[config.mk]
export PLATFORM = sky130hd
export DESIGN_NAME = pkt_deframer_flat
export DESIGN_NICKNAME = d
export VERILOG_FILES = /design/src/rtl/pkt_deframer_if.sv /design/src/rtl/pkt_deframer.sv /design/src/flat_wrapper.sv
export SDC_FILE = /design/constraint.sdc
export NUM_CORES = 1
export LEC_CHECK = 0
export CORE_ASPECT_RATIO = 1.4
export CORE_MARGIN = 2
export CORE_UTILIZATION = 40
export CTS_CLUSTER_SIZE = 24
export DETAILED_ROUTE_END_ITERATION = 7
export PLACE_DENSITY = 0.71
export SLEW_MARGIN = 40
export SYNTH_ARGS = -nofsm -noshare
export SYNTH_HDL_FRONTEND = slang
export SYNTH_SLANG_ARGS = --single-unit
[constraint.sdc]
create_clock -name i_clk -period 1.6 [get_ports i_clk]
set_input_delay 0.32 -clock i_clk [delete_from_list [all_inputs] [get_ports i_clk]]
set_output_delay 0.32 -clock i_clk [all_outputs]
set_load 0.02 [all_outputs]
[src/rtl/pkt_deframer_if.sv]
// Bit-stream side and frame-readout side of the packet deframer.
// The DUT connects through 'slave', the driver/readout logic through 'master'.
interface pkt_deframer_if #(
    parameter int HDR_LEN = 27,
    parameter int PAY_LEN = 32
);
    logic               sh_en;
    logic               bit_in;
    logic               fsm_rst;
    logic               rx_en;
    logic               tx_rdy;
    logic [HDR_LEN-1:0] hdr_data;
    logic [PAY_LEN-1:0] pay_data;
    logic               frame_vld;
    logic               sync_err;
    logic               overrun;
    logic               busy;

    modport slave (
        input  sh_en, bit_in, fsm_rst, rx_en, tx_rdy,
        output hdr_data, pay_data, frame_vld, sync_err, overrun, busy
    );

    modport master (
        output sh_en, bit_in, fsm_rst, rx_en, tx_rdy,
        input  hdr_data, pay_data, frame_vld, sync_err, overrun, busy
    );
endinterface

[src/rtl/pkt_deframer.sv]
// Packet deframer: hunts for an all-ones preamble, captures the header,
// checks the all-ones sync field, captures the payload and holds the frame
// until the TX side accepts it. The FSM only moves on bit strobes, except
// for the HOLD exit on tx_rdy and the restart paths.
module pkt_deframer #(
    parameter int PRE_LEN  = 8,
    parameter int HDR_LEN  = 27,
    parameter int SYNC_LEN = 8,
    parameter int PAY_LEN  = 32,
    parameter int CNT_W    = 6
) (
    input  logic            i_clk,
    input  logic            i_rst,     // async, active low
    pkt_deframer_if.slave   bus
);
    typedef enum logic [2:0] {S_HUNT, S_HDR, S_SYNC, S_PAY, S_HOLD} state_t;

    localparam logic [CNT_W-1:0] PRE_LAST  = CNT_W'(PRE_LEN  - 1);
    localparam logic [CNT_W-1:0] HDR_LAST  = CNT_W'(HDR_LEN  - 1);
    localparam logic [CNT_W-1:0] SYNC_LAST = CNT_W'(SYNC_LEN - 1);
    localparam logic [CNT_W-1:0] PAY_LAST  = CNT_W'(PAY_LEN  - 1);

    state_t             r_state,  w_state_nxt;
    logic [CNT_W-1:0]   r_cnt,    w_cnt_nxt;
    logic [HDR_LEN-1:0] r_hdr,    w_hdr_nxt;
    logic [PAY_LEN-1:0] r_pay,    w_pay_nxt;
    logic               r_sync_err, w_sync_err_nxt;
    logic               r_overrun,  w_overrun_nxt;
    logic               r_frame_vld;
    logic               r_busy;
    logic               w_bit_ev;

    // A strobe only counts as a bit while the receive window is open.
    assign w_bit_ev = bus.sh_en & bus.rx_en;

    // Next-state, counter and shift-register update; restart paths take priority.
    always_comb begin
        w_state_nxt    = r_state;
        w_cnt_nxt      = r_cnt;
        w_hdr_nxt      = r_hdr;
        w_pay_nxt      = r_pay;
        w_sync_err_nxt = 1'b0;
        w_overrun_nxt  = 1'b0;
        if (bus.fsm_rst) begin
            w_state_nxt = S_HUNT;
            w_cnt_nxt   = '0;
        end else if (!bus.rx_en && r_state != S_HOLD) begin
            w_state_nxt = S_HUNT;
            w_cnt_nxt   = '0;
        end else begin
            case (r_state)
                S_HUNT: if (w_bit_ev) begin
                    if (!bus.bit_in)          w_cnt_nxt = '0;
                    else if (r_cnt == PRE_LAST) begin
                        w_state_nxt = S_HDR;
                        w_cnt_nxt   = '0;
                    end else                  w_cnt_nxt = r_cnt + 1'b1;
                end
                S_HDR: if (w_bit_ev) begin
                    w_hdr_nxt = {r_hdr[HDR_LEN-2:0], bus.bit_in};
                    if (r_cnt == HDR_LAST) begin
                        w_state_nxt = S_SYNC;
                        w_cnt_nxt   = '0;
                    end else                  w_cnt_nxt = r_cnt + 1'b1;
                end
                S_SYNC: if (w_bit_ev) begin
                    if (!bus.bit_in) begin
                        // header stays in the register but is stale from here on
                        w_sync_err_nxt = 1'b1;
                        w_state_nxt    = S_HUNT;
                        w_cnt_nxt      = '0;
                    end else if (r_cnt == SYNC_LAST) begin
                        w_state_nxt = S_PAY;
                        w_cnt_nxt   = '0;
                    end else                  w_cnt_nxt = r_cnt + 1'b1;
                end
                S_PAY: if (w_bit_ev) begin
                    w_pay_nxt = {r_pay[PAY_LEN-2:0], bus.bit_in};
                    if (r_cnt == PAY_LAST) begin
                        w_state_nxt = S_HOLD;
                        w_cnt_nxt   = '0;
                    end else                  w_cnt_nxt = r_cnt + 1'b1;
                end
                S_HOLD: begin
                    // a strobe here is dropped even if tx_rdy releases the frame on this edge
                    w_overrun_nxt = w_bit_ev;
                    if (bus.tx_rdy) w_state_nxt = S_HUNT;
                end
                default: begin
                    w_state_nxt = S_HUNT;
                    w_cnt_nxt   = '0;
                end
            endcase
        end
    end

    // State and output registers; flags are decoded from the next state so they track it exactly.
    always_ff @(posedge i_clk or negedge i_rst) begin
        if (!i_rst) begin
            r_state     <= S_HUNT;
            r_cnt       <= '0;
            r_hdr       <= '0;
            r_pay       <= '0;
            r_sync_err  <= 1'b0;
            r_overrun   <= 1'b0;
            r_frame_vld <= 1'b0;
            r_busy      <= 1'b0;
        end else begin
            r_state     <= w_state_nxt;
            r_cnt       <= w_cnt_nxt;
            r_hdr       <= w_hdr_nxt;
            r_pay       <= w_pay_nxt;
            r_sync_err  <= w_sync_err_nxt;
            r_overrun   <= w_overrun_nxt;
            r_frame_vld <= (w_state_nxt == S_HOLD);
            r_busy      <= (w_state_nxt == S_HDR) || (w_state_nxt == S_SYNC) ||
                           (w_state_nxt == S_PAY);
        end
    end

    assign bus.hdr_data  = r_hdr;
    assign bus.pay_data  = r_pay;
    assign bus.frame_vld = r_frame_vld;
    assign bus.sync_err  = r_sync_err;
    assign bus.overrun   = r_overrun;
    assign bus.busy      = r_busy;
endmodule
[src/flat_wrapper.sv]
// flat-port wrapper written by rule: the top's interface ports become plain ports
module pkt_deframer_flat 
#(
    parameter int PRE_LEN  = 8,
    parameter int HDR_LEN  = 27,
    parameter int SYNC_LEN = 8,
    parameter int PAY_LEN  = 32,
    parameter int CNT_W    = 6
)
  (i_clk, i_rst, bus_sh_en, bus_bit_in, bus_fsm_rst, bus_rx_en, bus_tx_rdy, bus_hdr_data, bus_pay_data, bus_frame_vld, bus_sync_err, bus_overrun, bus_busy);
  pkt_deframer_if #(.HDR_LEN(HDR_LEN), .PAY_LEN(PAY_LEN)) bus_i ();
  input  logic i_clk;
  input  logic i_rst;
  input wire logic [$bits(bus_i.sh_en)-1:0] bus_sh_en;
  input wire logic [$bits(bus_i.bit_in)-1:0] bus_bit_in;
  input wire logic [$bits(bus_i.fsm_rst)-1:0] bus_fsm_rst;
  input wire logic [$bits(bus_i.rx_en)-1:0] bus_rx_en;
  input wire logic [$bits(bus_i.tx_rdy)-1:0] bus_tx_rdy;
  output wire logic [$bits(bus_i.hdr_data)-1:0] bus_hdr_data;
  output wire logic [$bits(bus_i.pay_data)-1:0] bus_pay_data;
  output wire logic [$bits(bus_i.frame_vld)-1:0] bus_frame_vld;
  output wire logic [$bits(bus_i.sync_err)-1:0] bus_sync_err;
  output wire logic [$bits(bus_i.overrun)-1:0] bus_overrun;
  output wire logic [$bits(bus_i.busy)-1:0] bus_busy;
  assign bus_i.sh_en = bus_sh_en;
  assign bus_i.bit_in = bus_bit_in;
  assign bus_i.fsm_rst = bus_fsm_rst;
  assign bus_i.rx_en = bus_rx_en;
  assign bus_i.tx_rdy = bus_tx_rdy;
  assign bus_hdr_data = bus_i.hdr_data;
  assign bus_pay_data = bus_i.pay_data;
  assign bus_frame_vld = bus_i.frame_vld;
  assign bus_sync_err = bus_i.sync_err;
  assign bus_overrun = bus_i.overrun;
  assign bus_busy = bus_i.busy;
  pkt_deframer #(.PRE_LEN(PRE_LEN), .HDR_LEN(HDR_LEN), .SYNC_LEN(SYNC_LEN), .PAY_LEN(PAY_LEN), .CNT_W(CNT_W)) u_core (.i_clk(i_clk), .i_rst(i_rst), .bus(bus_i));
endmodule
==> results.cfg <==
[sta]
max_freq_ghz = 0.591
period_minus_slack_ps = 1690
final_hold_viol_count = 0
rsz0062_at_grt = yes
setup_viol = 62
setup_ws_ps = -90.7
setup_tns_ps = -4400
slew_headroom = 0.731
fin_skew_ps = 6.37
worst_pin_slew_ps = 402
slew_violations = 0
finalCritPeriodShare = 1.06

[finish]
final_cell_mix = 71 x dfrtp_1, 62 x dlygate4sd2_1, 33 x mux2_2
n_fill_cell = 594
multi_input_area_um2 = 1350
final_util = 0.615
layout_commonest_cell = dfrtp_1
diodes = 0
layout-drive-gt1-share = 0.420
register_area_um2 = 1800
final_nets = 330
area_growth_pct = 50.5

[synthesis]
syn-cell-area_um2 = 2970
synth_area_leader_cell = dfrtp_1
ys_top_cells_by_area = dfrtp_1 61%, mux2_2 22%, a21oi_1 1.2%, nor2_1 1.1%, buf_6 1.1%
synth.net_count = 221
yosysWarningCount = 0
ys_ff_latch = 72
syn_avg_cell_area_um2 = 14.0
ys_seq_area_frac = 0.606
ys_types = 37
synthFlopType = dfrtp_1
synth_edf_count = 0
synthCells = 212
synth_top_cell_area_share = 0.606
async_flop_share = 1.00

[detailed_routing]
routed_wl_um = 6460
vias = 2092
viasPerCell = 4.95
drc = 0
routedWlPerCell_um = 15.3
ant_nets = 0
firstDrtPassIters = 3
drtIter0Drc = 70

[pwr]
ir_drop_mv = 0.528
power.internal_mw = 2.68
power.total_mw = 3.41
switching_power_uw = 725
sequentialPowerShare = 0.536
pwr-share-comb = 0.039
power_frac_clock = 0.425
p_per_area_nw_per_um2 = 761
swShare = 0.213
p_leak_nw = 2.40

[min_path]
hold_depth = 1
hold_path_end = u_core.bus.hdr_data[26]$_DFFE_PN0P_
worst_hold_path_type = reg2reg
worstHoldStart = u_core.bus.hdr_data[26]$_DFFE_PN0P_

[clock_tree]
path_clk_slew_ps = 70
worst_skew_pair.late_latency_ps = 350
root_buffer = clkbuf_8
cts_buffers = 9
cts_buffer_depth = 2
cts_tree = built
htree_levels = 3
cts.sinks = 72

[critical_path]
worst-path-max-fanout = 27
critPathTopFamily = simple AND/OR/NAND/NOR gates
setup.worst_path.start = u_core.r_state[2]$_DFF_PN0_
r2r_start = u_core.r_state[2]$_DFF_PN0_
r2r_slack_ps = -90
crit_type = reg2reg
critical_path_required_ps = 1830
crit_chain = and2b_2 -> nand2b_1 -> or3_4 -> buf_12 -> mux2_2
rr_endpoint = u_core.bus.hdr_data[20]$_DFFE_PN0P_
cp_slowest_cell = dfrtp_2
slowest_delay_ps = 440
crit_path_start_kind = flop
r2r_cells = 5
arrival_ps = 1920
end_kind = flop
path_buf_inv = 1

[floorplanning]
initial_core_util = 0.409
rows = 37
die_x_um = 76.9
io_pins = 70
die_area_um2 = 8150
core_region_area_um2 = 7270
die_h_um = 106

[global_routing]
antenna_found_initial = 0
grt_pass1_wl_um = 9890
grt_pass1_vias = 2079
grt_start_max_net_pins = 73
grt_overflow = 0
grt.total_usage = 0.158

[placement]
place.port_buffers = 69
dp_hpwl_um = 4130
pre_cts_ws_ps = -438
gp_congestion = 0.853

[run_status]
status = finished, violations left
violations = setup timing

[job]
cap_violations = 0
## cell usage after synthesis, types with 2 or more instances
library cell,n
nand3b_1,2
nand2b_1,4
and3_1,2
clkbuf_1,2
or2_2,2
o21ai_0,3
a21oi_1,7
nand3_1,3
buf_6,3
nor3_1,3
o41ai_1,2
mux2_2,58
or3b_2,2
a21o_1,3
dfrtp_1,72
o31ai_1,2
buf_2,3
nand2_1,8
nor2_1,9
ha_1,2
xnor2_1,2
and2_1,2
nor3b_1,2
## what timing repair did
action	in CTS	in global routing
endpoints found under the hold margin	57	0
endpoints found under the setup margin	130	71
pin swaps	3	14
resized for setup	72	48
hold buffers	1	0
cloned	0	3
buffers inserted	1	7
## power by group through the flow
stage | Clock [mW] | Sequential [mW] | Combinational, mW
global placement | 0 | 1.86 | 0.114
CTS | 1.50 | 1.83 | 0.125
finish | 1.45 | 1.83 | 0.132
floorplan | 0 | 1.86 | 0.0286
detailed placement | 0 | 1.86 | 0.116
global route | 1.57 | 1.83 | 0.148
## sequential cells by signal (all words and copies together), names as in the netlist
register and cells:
u_core.r_state 3, u_core.bus.hdr_data 27, u_core.bus.busy 1, u_core.bus.overrun 1
u_core.bus.frame_vld 1, u_core.bus.sync_err 1, u_core.bus.pay_data 32, u_core.r_cnt 6
## worst max-delay path by stage
stage,end,slack (ps),cells after the start
global route,u_core.bus.pay_data[13]$_DFFE_PN0P_,-150,6
finish,u_core.bus.hdr_data[20]$_DFFE_PN0P_,-90,5
detailed placement,u_core.bus.busy$_DFF_PN0_,-440,6
CTS,u_core.bus.pay_data[26]$_DFFE_PN0P_,-110,5
floorplan,u_core.bus.hdr_data[10]$_DFFE_PN0P_,-90,6
global placement,u_core.bus.busy$_DFF_PN0_,-400,6
## layer usage
layer,wire [um],GRT usage,up-vias
li1,-,-,979
met1,2640,0.177,1053
met2,3400,0.266,44
met3,211,0.0374,16
met4,210,0.105,0
met5,0,0,-
## metrics by stage
stage,area [um^2],hold slack [ps],cells
2_1_floorplan,2990,24.4,212
3_3_place_gp,3970,374,395
3_5_place_dp,3970,377,395
4_1_cts,4160,506,413
5_1_grt,4470,529,423
6_report,4470,502,423
## cells by family after synthesis
logic type      count (synthesis)  share of synthesized area
buf+inv                         9                     0.0202
compound gates                 23                     0.0505
flops                          72                      0.606
fa+ha+maj                       2                    0.00842
mux                            59                      0.223
simple gates                   45                     0.0854
xor+xnor                        2                    0.00589
## area by class of cell
type                            instances  share of cell area
Sequential cell                        72               0.403
Multi-Input combinational cell        131               0.302
Timing Repair Buffer                  106               0.222
Clock buffer                           13              0.0355
Tap cell                               97              0.0271
Clock inverter                          3             0.00895
Inverter                                1            0.000839
No activity file was read; power rests on OpenSTA's default activity.
